`src/rtl/st_fanout_pkg.sv`:
```
// st_fanout_pkg
// Types and constants shared by the stream fan-out buffer and its FIFOs.
//   beat_t        : one Avalon-ST beat (data, sop, eop) at the default width
//   frame_state_t : input-side packet framing state
//   MAX_OUT       : upper bound on the number of broadcast outputs
package st_fanout_pkg;

  localparam int DATA_W_DEFAULT = 8;
  localparam int MAX_OUT        = 8;

  typedef struct packed {
    logic [DATA_W_DEFAULT-1:0] data;
    logic                      sop;
    logic                      eop;
  } beat_t;

  typedef enum logic {
    IDLE   = 1'b0,
    IN_PKT = 1'b1
  } frame_state_t;

endpackage

```
`src/rtl/st_fifo_fwft.sv`:
```
// st_fifo_fwft
// Small first-word-fall-through FIFO holding stream beats. The head entry is
// read straight out of the storage array, so a beat written at one edge is
// visible on head right after that edge.
// Ports:
//   clk, rst_n : clock, asynchronous active-low reset (flushes the FIFO)
//   push       : write push_beat (ignored while full)
//   push_beat  : beat to store
//   full       : DEPTH entries held
//   pop        : discard the head entry (ignored while empty)
//   empty      : no entries held
//   head       : oldest entry, don't-care while empty
module st_fifo_fwft #(
  parameter int  DEPTH  = 4,
  parameter type beat_t = st_fanout_pkg::beat_t
) (
  input  logic  clk,
  input  logic  rst_n,
  input  logic  push,
  input  beat_t push_beat,
  output logic  full,
  input  logic  pop,
  output logic  empty,
  output beat_t head
);

  localparam int             PTR_W    = $clog2(DEPTH);
  localparam logic [PTR_W:0] FULL_CNT = (PTR_W+1)'(DEPTH);

  beat_t            mem [DEPTH];
  logic [PTR_W-1:0] wr_ptr;
  logic [PTR_W-1:0] rd_ptr;
  logic [PTR_W:0]   count;
  logic             do_push;
  logic             do_pop;

  assign full    = (count == FULL_CNT);
  assign empty   = (count == '0);
  assign do_push = push & ~full;
  assign do_pop  = pop & ~empty;
  assign head    = mem[rd_ptr];

  // Storage is not reset; only the pointers and count define what is valid.
  always_ff @(posedge clk) begin
    if (do_push) begin
      mem[wr_ptr] <= push_beat;
    end
  end

  // Pointers wrap naturally at DEPTH (power of two); a simultaneous push and
  // pop leaves the count unchanged.
  always_ff @(posedge clk or negedge rst_n) begin
    if (!rst_n) begin
      wr_ptr <= '0;
      rd_ptr <= '0;
      count  <= '0;
    end else begin
      if (do_push) begin
        wr_ptr <= wr_ptr + PTR_W'(1);
      end
      if (do_pop) begin
        rd_ptr <= rd_ptr + PTR_W'(1);
      end
      case ({do_push, do_pop})
        2'b10:   count <= count + (PTR_W+1)'(1);
        2'b01:   count <= count - (PTR_W+1)'(1);
        default: count <= count;
      endcase
    end
  end

endmodule

```
`src/rtl/st_fanout_buf.sv`:
```
// st_fanout_buf
// Broadcasts one Avalon-ST byte stream to NUM_OUT sinks, each behind its own
// FWFT FIFO, so a briefly stalled sink does not stall the others beat for
// beat. Also checks input packet framing and counts accepted packets.
// Ports:
//   clk, rst_n      : stream clock, asynchronous active-low reset
//   snk_*           : input stream (data, valid, sop, eop, ready)
//   src_*           : NUM_OUT output streams, output i in slice/bit i
//   frame_err       : sticky framing error, cleared by err_clr (set wins)
//   err_clr         : synchronous clear of frame_err
//   pkt_cnt         : packets accepted at the input, counted on eop, wraps
module st_fanout_buf
  import st_fanout_pkg::*;
#(
  parameter int DATA_W  = 8,
  parameter int NUM_OUT = 2,
  parameter int DEPTH   = 4
) (
  input  logic                      clk,
  input  logic                      rst_n,
  input  logic [DATA_W-1:0]         snk_data,
  input  logic                      snk_valid,
  input  logic                      snk_sop,
  input  logic                      snk_eop,
  output logic                      snk_ready,
  output logic [NUM_OUT*DATA_W-1:0] src_data,
  output logic [NUM_OUT-1:0]        src_valid,
  output logic [NUM_OUT-1:0]        src_sop,
  output logic [NUM_OUT-1:0]        src_eop,
  input  logic [NUM_OUT-1:0]        src_ready,
  output logic                      frame_err,
  input  logic                      err_clr,
  output logic [31:0]               pkt_cnt
);

  typedef struct packed {
    logic [DATA_W-1:0] data;
    logic              sop;
    logic              eop;
  } lane_beat_t;

  lane_beat_t         in_beat;
  lane_beat_t         head [NUM_OUT];
  logic [NUM_OUT-1:0] fifo_full;
  logic [NUM_OUT-1:0] fifo_empty;
  logic [NUM_OUT-1:0] fifo_pop;
  logic               ready_en;
  logic               acc;
  frame_state_t       state;
  frame_state_t       state_nxt;
  logic               pkt_done;
  logic               err_set;

  assign in_beat = {snk_data, snk_sop, snk_eop};

  // Ready looks only at registered FIFO fullness, never at src_ready, so a
  // full FIFO blocks the input even in a cycle where it is being popped.
  assign snk_ready = ready_en & ~(|fifo_full);
  assign acc       = snk_valid & snk_ready;

  // Holds snk_ready low during reset and until the first edge after release.
  always_ff @(posedge clk or negedge rst_n) begin
    if (!rst_n) begin
      ready_en <= 1'b0;
    end else begin
      ready_en <= 1'b1;
    end
  end

  // Every accepted beat goes into every FIFO; each output drains on its own.
  for (genvar i = 0; i < NUM_OUT; i++) begin : g_out
    st_fifo_fwft #(
      .DEPTH  (DEPTH),
      .beat_t (lane_beat_t)
    ) u_fifo (
      .clk       (clk),
      .rst_n     (rst_n),
      .push      (acc),
      .push_beat (in_beat),
      .full      (fifo_full[i]),
      .pop       (fifo_pop[i]),
      .empty     (fifo_empty[i]),
      .head      (head[i])
    );

    assign src_valid[i]                  = ~fifo_empty[i];
    assign fifo_pop[i]                   = src_valid[i] & src_ready[i];
    assign src_data[i*DATA_W +: DATA_W]  = head[i].data;
    assign src_sop[i]                    = head[i].sop;
    assign src_eop[i]                    = head[i].eop;
  end

  // Framing state register.
  always_ff @(posedge clk or negedge rst_n) begin
    if (!rst_n) begin
      state <= IDLE;
    end else begin
      state <= state_nxt;
    end
  end

  // Framing next-state: advances only on accepted beats. A stray sop inside
  // a packet is flagged but restarts the packet; errored beats are still
  // forwarded because the FIFOs are written on every accept regardless.
  always_comb begin
    state_nxt = state;
    pkt_done  = 1'b0;
    err_set   = 1'b0;
    if (acc) begin
      case (state)
        IDLE: begin
          if (!snk_sop) begin
            err_set = 1'b1;
          end else if (snk_eop) begin
            pkt_done = 1'b1;
          end else begin
            state_nxt = IN_PKT;
          end
        end
        IN_PKT: begin
          err_set = snk_sop;
          if (snk_eop) begin
            pkt_done  = 1'b1;
            state_nxt = IDLE;
          end
        end
      endcase
    end
  end

  // Packet counter and sticky error flag; a new error beats a same-cycle clear.
  always_ff @(posedge clk or negedge rst_n) begin
    if (!rst_n) begin
      pkt_cnt   <= '0;
      frame_err <= 1'b0;
    end else begin
      if (pkt_done) begin
        pkt_cnt <= pkt_cnt + 32'd1;
      end
      if (err_set) begin
        frame_err <= 1'b1;
      end else if (err_clr) begin
        frame_err <= 1'b0;
      end
    end
  end

endmodule

```
`config.mk`:
```
export PLATFORM = sky130hd
export DESIGN_NAME = st_fanout_buf
export DESIGN_NICKNAME = d
export VERILOG_FILES = /design/src/rtl/st_fanout_pkg.sv /design/src/rtl/st_fifo_fwft.sv /design/src/rtl/st_fanout_buf.sv
export SDC_FILE = /design/constraint.sdc
export NUM_CORES = 1
export LEC_CHECK = 0
export BUFFER_PORTS_ARGS = -buffer_cell sky130_fd_sc_hd__buf_4
export CAP_MARGIN = 20
export CORE_ASPECT_RATIO = 1.1
export CORE_MARGIN = 2
export CORE_UTILIZATION = 57
export DETAILED_ROUTE_END_ITERATION = 10
export MAX_ROUTING_LAYER = met4
export PLACE_DENSITY_LB_ADDON = 0.15
export SYNTH_ARGS = -nofsm -noshare
export SYNTH_HDL_FRONTEND = slang
export SYNTH_SLANG_ARGS = --single-unit
```
`constraint.sdc`:
```
create_clock -name clk -period 2.55 [get_ports clk]
set_clock_uncertainty 0.05 [all_clocks]
set_input_delay 0.1275 -clock clk [delete_from_list [all_inputs] [get_ports clk]]
set_output_delay 0.1275 -clock clk [all_outputs]
set_load 0.05 [all_outputs]
```
After elaboration in Yosys (flattened, before gate mapping):

Memory sizes are Yosys's and may differ from the RTL's.
Index checks and enable logic that the tools add are counted.

* register bits: 49
* bits in latches: 0
* memory bits (writable): 80
* memory bits (read-only): 0
* output and inout bits: 56
* memories kept: 2

Memories
* g_out[0].u_fifo.mem: words 4, bits a word 10, rd ports 1, clocked after memory_dff 0, wr ports 1, RTL line st_fifo_fwft.sv:30 `beat_t mem [DEPTH];`
* g_out[1].u_fifo.mem: words 4, bits a word 10, rd ports 1, clocked after memory_dff 0, wr ports 1, RTL line st_fifo_fwft.sv:30

* $add $sub $neg: 9
* $mul: 0
* div/mod/pow operators: 0
* order comparisons: 0
* eq/ne operators: 6
* shifts and indexed selects: 0
* mux-type cells: 18
* bitwise operators: 14
* reduce and logical (&&, ||, !) cells: 6

Operator list (count)
* adder 32 x 1 -> 32 bit, second input constant: 1
* 2-to-1 mux 1 bit: 13
* case mux 3 bit (2 select lines): 2
* adder 2 x 1 -> 2 bit, second input constant: 4
* AND 1 bit: 8
* adder 3 x 1 -> 3 bit, second input constant: 2
* equality test 3 bit, second input constant: 2
* zero test 3 bit: 2
* NOT 1 bit: 6
* case mux 1 bit (2 select lines): 3
* nonzero test 2 bit: 3
* subtractor 3 x 1 -> 3 bit, second input constant: 2
* equality test 2 x 1 -> 1 bit, second input constant: 2
* equality test 2 bit, second input constant: 2
* OR reduction 2 bit: 1

Depth between registers and ports, before layout:

Gate-level depths: netlist of run 1.

* depth in word-level cells: 8
* mapped depth: 10

Cells and area by module:

Synthesis of run 1 repeated with hierarchy kept, for this count alone.

* cell total of the unflattened synthesis: 347
* area, all modules: 5565.3 µm²

By module, submodules not included
* st_fifo_fwft: times used 2, cells each 89, area each 1885.6 µm², sequential area each 1376.3 µm²
* st_fanout_buf: times used 1, cells each 169, area each 1794.2 µm², sequential area each 875.8 µm²

Worst setup path after synthesis of run 1:

No wires, ideal clock.

* path type: reg-to-reg
* start point: reg g_out[1].u_fifo.count[0]
* end point: reg g_out[0].u_fifo.count[2]
* setup time: 0.079 ns
* arrival: 2.125 ns
* data required time: 2.421 ns
* slack: 0.296 ns
* stages on the path, launching flop included: 11
* path buffers: 1
* clock period less this slack: 2.254 ns
* path through: dfrtp_1 nor3b_2 nor3_4 clkbuf_1 inv_1 ha_1 inv_1 fa_1 xor2_1 nor2_1 xor2_1

* longest elaborated chain between the ends: 8
* elaborated cells on any way between the ends: 10
* classes of those cells: eq/ne: 3; mux: 1; bitwise: 4; reduce/logical: 2

Ends and longest elaborated chain
* start, declared: RTL line st_fifo_fwft.sv:33 `logic [PTR_W:0] count;`
* start signal, assigned: RTL line st_fifo_fwft.sv:65 `2'b10: count <= count + (PTR_W+1)'(1);`
* start signal, assigned: RTL line st_fifo_fwft.sv:66 `2'b01: count <= count - (PTR_W+1)'(1);`
* start signal, assigned: RTL line st_fifo_fwft.sv:67 `default: count <= count;`
* equality test 3 bit *: RTL line st_fifo_fwft.sv:37 `assign full = (count == FULL_CNT);`
* OR reduction 2 bit *: RTL line st_fanout_buf.sv:58 `assign snk_ready = ready_en & ~(|fifo_full);`
* NOT 1 bit *: RTL line st_fanout_buf.sv:58
* AND 1 bit *: RTL line st_fanout_buf.sv:58
* AND 1 bit *: RTL line st_fanout_buf.sv:59 `assign acc = snk_valid & snk_ready;`
* AND 1 bit *: RTL line st_fifo_fwft.sv:39 `assign do_push = push & ~full;`
* equality test 2 x 1 -> 1 bit / equality test 2 bit (equally long branches): RTL line st_fifo_fwft.sv:64 `case ({do_push, do_pop})`
* case mux 3 bit (2 select lines) / nonzero test 2 bit (equally long branches)
* end signal, assigned: RTL line st_fifo_fwft.sv:65
* end signal, assigned: RTL line st_fifo_fwft.sv:66
* end signal, assigned: RTL line st_fifo_fwft.sv:67
* end, declared: RTL line st_fifo_fwft.sv:33

Every way passes the cells marked *; elsewhere a longest branch is shown, timed or not.
A chain may end at the register's enable or synchronous reset.

Worst setup path after layout of run 1:

* start point: reg g_out[1].u_fifo.count[0]
* end point: reg g_out[1].u_fifo.count[2]

* longest elaborated chain between the ends: 8
* elaborated cells on any way between the ends: 17
* classes of those cells: add/sub: 2; eq/ne: 3; mux: 1; bitwise: 8; reduce/logical: 3

Ends and longest elaborated chain (RTL line)
* equality test 3 bit: st_fifo_fwft.sv:37
* OR reduction 2 bit: st_fanout_buf.sv:58
* NOT 1 bit: st_fanout_buf.sv:58
* AND 1 bit: st_fanout_buf.sv:58
* AND 1 bit: st_fanout_buf.sv:59
* AND 1 bit: st_fifo_fwft.sv:39
* equality test 2 x 1 -> 1 bit / equality test 2 bit (equally long branches): st_fifo_fwft.sv:64
* case mux 3 bit (2 select lines) / nonzero test 2 bit (equally long branches)

Several ways; a longest one is shown, not always the timed one.

==> results of run 1 <==
[kinds of logic after synthesis]
group	count (synthesis)
AO/OA/AOI/OAI	7
XOR/XNOR	44
adder cells (fa/ha/maj)	13
buffers and inverters	20
flip-flops	129
multiplexers	22
other	1
AND/OR/NAND/NOR	90
[layout by cell type, fill, tap and decap left out, types with 13 or more instances in the layout]
| master | count |
|---|---|
| buf_4 | 75 |
| clkbuf_16 | 16 |
| dfrtp_1 | 49 |
| dlygate4sd3_1 | 15 |
| edfxtp_1 | 80 |
| inv_1 | 13 |
| mux4_2 | 20 |
| nand2_1 | 27 |
| xnor2_1 | 30 |
| xor2_1 | 14 |
[state kept, by name, summed over array words and instances (netlist names)]
register,cells
frame_err,1
g_out.u_fifo.count,6
g_out.u_fifo.mem,80
g_out.u_fifo.rd_ptr,4
g_out.u_fifo.wr_ptr,4
pkt_cnt,32
ready_en,1
state,1
[per-layer routing]
layer | up-vias | part of all wire (%) | GRT usage (%)
met4 | 0 | 2.3 | 9.388
met5 | - | 0 | -
met3 | 16 | 4.9 | 7.005
met1 | 1510 | 42 | 26.40
li1 | 1406 | - | -
met2 | 92 | 51 | 34.38
[power breakdown]
group / switching (mW) / internal [mW]
Clock: 0.846 / 1.57
Sequential: 0.345 / 2.54
Combinational: 1.48 / 0.932
[area by class of cell]
| cell class | count | area (um2) | area share (%) |
|---|---|---|---|
| inverters | 14 | 52.55 | 0.7801 |
| flip-flops and latches | 129 | 3628 | 53.86 |
| repair buffers | 90 | 713.2 | 10.59 |
| well taps | 114 | 142.6 | 2.117 |
| clock inverters | 12 | 163.9 | 2.433 |
| multi-input cells | 177 | 1610 | 23.90 |
| clock buffers | 20 | 425.4 | 6.315 |
[worst paths after layout]
| kind | start | endpoint | slack, ps |
|---|---|---|---|
| setup / recovery | g_out[1].u_fifo.count[0] | g_out[1].u_fifo.count[2] | 240 |
| hold / removal | rst_n | pkt_cnt[21] | 100 |
| setup reg to reg | g_out[1].u_fifo.count[0] | g_out[1].u_fifo.count[2] | 240 |
| hold reg to reg | g_out[0].u_fifo.count[2] | g_out[0].u_fifo.count[2] | 430 |
| max in group asynchronous | rst_n | pkt_cnt[31] | 1920 |
| min in group clk | snk_valid | pkt_cnt[0] | 110 |
==> results.md, run 1 <==
- Status: completed
- Post-synth cell types: 36
- Share of cells above drive strength 1: 29.64%
- Mapped Cells: 326
- Power, Total: 7.716 mW
- Clock sinks: 129
- Syn Nets: 355
- Number of global-route vias before repair: 3058
- Initial Util: 59.32%
- Worst Reg-to-Reg Cells: 9
- Global route overflow: 0
- CTS tree: done
- Clock transition at path regs: 60 ps
- Fill count: 564
- Count leader, synth: edfxtp_1
- Setup TNS: 0 ps
- Worst Hold Class: input pin to asynchronous set/reset pin
- Area post-placement: 5997 um2
- Levels on crit path: 9
- Io pins: 72
- Yosys reg bits: 129
- Synth async-reset ratio: 37.98%
- PwrDens: 1145 nW/um2
- Final slew viol count: 0
- Post-Synth XOR/XNOR Area: 7.247%
- Slew HR: 54.32%
- Largest family of logic cells by synthesized area: simple AND/OR/NAND/NOR gates
- Post-synthesis mux area share: 8.871%
- Crit path DAT: 2700 ps
- Post-synth EDFFs: 80
- Core area: 8964 um2
- Leak: 2.706 nW
- Worst-path cell chain: nor3b_2 > nor3_4 > inv_2 > ha_1 > inv_1 > fa_1 > xor2_1 > nor2_1 > xor2_1
- DRC errors left: 0
- Iteration-0 DRC count of the detailed router: 130
- Post-route cell area: 6736 um2
- ANT cells: 0
- Initial antenna violation count: 0
- Area delta synth->final: 26.68%
- Register area share after synthesis: 68.24%
- Yosys top cell area share: 45.18%
- CTS max path bufs: 2
- Total CTS buffers: 17
- Port buffer count: 71
- Final setup margin: 243.7 ps
- Final hold violations: 0
- Mapped cell area: 5318 um2
- CP startpoint kind: flip-flop
- Req. time, crit path: 2940 ps
- Crit path max fanout: 11
- Root buffer cell: clkbuf_8
- Critical Path End Type: flip-flop
- Post-Synth Adder-Cell Area: 3.341%
- Crit-path slowest cell: dfrtp_1
- Hold Buf Count CTS: 15
- Worst hold slack: 101.7 ps
- Worst Tran Pin Value: 685.2 ps
- DR vias/cell: 5.439
- Worst skew pair latency: 520 ps
- Hpwl dp: 6410 um
- Synthesized area per cell: 16.31 um2
- Drt pass-1 iters: 4
- CP Class: flip-flop to flip-flop
- Gr usage total: 22.05%
- Via Count: 3024
- Htree depth: 4
- # Post-CTS Setup Buffers: 0
- First-pass GRT wire length: 15730 um
- RSZ-0062 raised after global routing: false
- Warnings from Yosys: 0
- Area leader, netlist: edfxtp_1
- Final core occ: 75.15%
- Dpl cells: 509
- DP Worst Slack: 236.7 ps
- Dominant synthesized flop cell: edfxtp_1
- Post-CTS sizing: 0
- Cell Count, Final, Fillers Out: 556
- GPL Wtd Cong: 0.7833
- Wire per inst: 17.79 um
- Buf+Inv Stages, Crit Path: 2
- Fmax: 0.4336 GHz
- Period Utilization, post-route: 90.44%
- Fin crit period: 2306 ps
- Maxcap violations: 0
- Die area: 10120 um2
- Top cells by area, synth: edfxtp_1, dfrtp_1, mux4_2
- Final wirelength: 9889 um
- ANT nets after route: 0
- Die Height: 105.3 um
- Die extent in x: 96.09 um
- Final setup violation count: 0
- Complex-gate fraction of the synthesized area: 0.7294%
- Commonest cells in the netlist: edfxtp_1, dfrtp_1, xnor2_1, nand2_1, mux4_2
- CP most frequent cell: xor2_1
- Largest stage delay, worst path: 430 ps
- Peak VDD IR: 0.7106 mV
- Rows: 36
- Synth Area in Simple Gates: 10.02%
- Pin count of the biggest net entering global routing: 50
- Final net count: 458
- CP delay by family, top: simple AND/OR/NAND/NOR gates
(Power assumes the default switching activity.)
==> run 2, diff against run 1 <==
--- a/config.mk
+++ b/config.mk
@@ -7,9 +7,8 @@
 export LEC_CHECK = 0
 export BUFFER_PORTS_ARGS = -buffer_cell sky130_fd_sc_hd__buf_4
 export CAP_MARGIN = 20
-export CORE_ASPECT_RATIO = 1.1
 export CORE_MARGIN = 2
-export CORE_UTILIZATION = 57
+export CORE_UTILIZATION = 61
 export DETAILED_ROUTE_END_ITERATION = 10
 export MAX_ROUTING_LAYER = met4
 export PLACE_DENSITY_LB_ADDON = 0.15
==> constraint.sdc (replaced) <==
create_clock -name clk -period 2.8 [get_ports clk]
set_clock_uncertainty 0.05 [all_clocks]
set_input_delay 0.14 -clock clk [delete_from_list [all_inputs] [get_ports clk]]
set_output_delay 0.14 -clock clk [all_outputs]
set_load 0.05 [all_outputs]
==> run 2 against run 1 <==
Compared with the run above:
- critical path depth grew 1
- sequential share of layout area down 0.15 points
- combinational power decreased by 8%
- clock-buffer cell count decreased by 2
- setup slack better by 150 ps
- critical path type unchanged
- routed wire length rose by 0.17%
- highest routed layer unchanged
- die area shrank 6.3%
- maximum frequency decreased by 4.0%
- sequential power fell by 8.3%
==> results.md, run 2 (synthesis results as in run 1) <==
- Cell Count, Final, Fillers Out: 547
- Reg with most FFs: g_out.u_fifo.mem
- Number of global-route vias before repair: 3159
- Drt pass-1 iters: 4
- # Post-CTS Setup Buffers: 0
- Fin crit period: 2402 ps
- Wire per inst: 18.11 um
- Worst Tran Pin Value: 742.6 ps
- Clock transition at path regs: 60 ps
- Global route overflow: 0
- Die Height: 97.37 um
- Initial Util: 61.88%
- CP Class: flip-flop to flip-flop
- Die area: 9480 um2
- Leak: 2.709 nW
- Setup TNS: 0 ps
- RSZ-0062 raised after global routing: false
- Final setup margin: 397.8 ps
- ANT nets after route: 0
- Slew HR: 50.49%
- Port buffer count: 71
- CTS max path bufs: 2
- DP Worst Slack: 390.4 ps
- Root buffer cell: clkbuf_8
- Fmax: 0.4163 GHz
- Maxcap violations: 0
- Gr usage total: 23.78%
- DR vias/cell: 5.457
- Htree depth: 4
- Critical Path End Type: flip-flop
- Share of cells above drive strength 1: 29.84%
- Total CTS buffers: 17
- Biggest regs: g_out.u_fifo.mem x80, pkt_cnt x32, g_out.u_fifo.count x6
- Final hold violations: 0
- Final slew viol count: 0
- Power, Total: 7.148 mW
- Period Utilization, post-route: 85.79%
- PwrDens: 1058 nW/um2
- Hold Buf Count CTS: 16
- ANT cells: 0
- Area of the multi-input gates: 1610 um2
- Clock sinks: 129
- Most common cell after layout, fill and taps aside: edfxtp_1
- Hpwl dp: 6258 um
- Most frequent cells in the layout: edfxtp_1, buf_4, dfrtp_1
- CTS tree: done
- Seq. cell area: 3628 um2
- Dpl cells: 500
- Core area: 8593 um2
- Largest register FFs: 80
- Io pins: 72
- Crit path DAT: 2780 ps
- Die extent in x: 97.37 um
- Iteration-0 DRC count of the detailed router: 155
- Met3 WL: 456 um
- Initial antenna violation count: 0
- Final setup violation count: 0
- Final net count: 456
- Pin count of the biggest net entering global routing: 50
- Worst skew pair latency: 510 ps
- Via Count: 2985
- Final wirelength: 9906 um
- Highest routed layer: met4
- Status: completed
- Wl on met1: 4062 um
- Worst Hold Class: input pin to flip-flop
- Crit path max fanout: 18
- Fill count: 513
- Rows: 34
- CP startpoint kind: flip-flop
- Req. time, crit path: 3180 ps
- Area delta synth->final: 27.04%
- Peak VDD IR: 0.8175 mV
- Post-CTS sizing: 0
- First-pass GRT wire length: 16330 um
- GPL Wtd Cong: 0.7863
- DRC errors left: 0
- Met2 wire len: 5229 um
==> run 2: cell count changes in the layout (fill, tap and decap cells not counted), sizes merged <==
| cell | delta |
|---|---|
| clkbuf | -2 |
| clkinv | -1 |
| clkinvlp | +1 |
| dlygate4sd3 | +1 |
| bufinv | +1 |
| buf | -3 |
==> run 2: layer usage <==
layer  up-vias  GRT usage, %
li1       1397             -
met5         -             -
met2        78         39.15
met3        10         6.619
met4         0         8.013
met1      1500         28.76
==> run 2: critical path: stages, from the launching register on <==
cell and delay (ps):
dfrtp_1 420, nor3b_2 410, nor3_4 80, buf_4 210
inv_2 110, ha_1 180, inv_1 60, fa_1 370
xor2_1 150, nor2_1 120, xor2_1 170
==> run 2: final timing paths <==
| kind | startpoint | endpoint | slack (ps) | depth (start not counted) |
|---|---|---|---|---|
| max in group asynchronous | rst_n | g_out[0].u_fifo.count[2] | 2130 | 2 |
| min reg2reg | pkt_cnt[31] | pkt_cnt[31] | 430 | 1 |
| max | g_out[1].u_fifo.count[0] | g_out[1].u_fifo.count[2] | 400 | 10 |
| max reg2reg | g_out[1].u_fifo.count[0] | g_out[1].u_fifo.count[2] | 400 | 10 |
| min in group asynchronous | rst_n | pkt_cnt[30] | 140 | 2 |
| min | snk_valid | pkt_cnt[0] | 110 | 4 |
==> run 2: through the flow <==
step | hold WS, ps | utilization [%] | area [um2]
floorplan | -205.6 | - | 5318
global placement | 145.1 | 69.44 | 5967
detailed placement | 150.6 | 69.44 | 5967
CTS | 101.8 | 78.61 | 6755
global route | 123.7 | 78.61 | 6755
finish | 112.8 | 78.61 | 6755
==> run 2: cell type report <==
cell class / count / share of cell area [%]
multi-input combinational: 177 / 23.84
timing repair buffer: 88 / 10.37
sequential: 129 / 53.71
clock buffer: 18 / 6.186
clock inverter: 13 / 3.112
inverter: 14 / 0.7779
tap: 108 / 2.000
==> run 2: power breakdown <==
group / switching (mW) / leakage [nW] / internal, mW / total [mW]
clock: 0.771 / 0.301 / 1.53 / 2.30
sequential: 0.325 / 1.36 / 2.31 / 2.64
combinational: 1.37 / 1.04 / 0.840 / 2.21
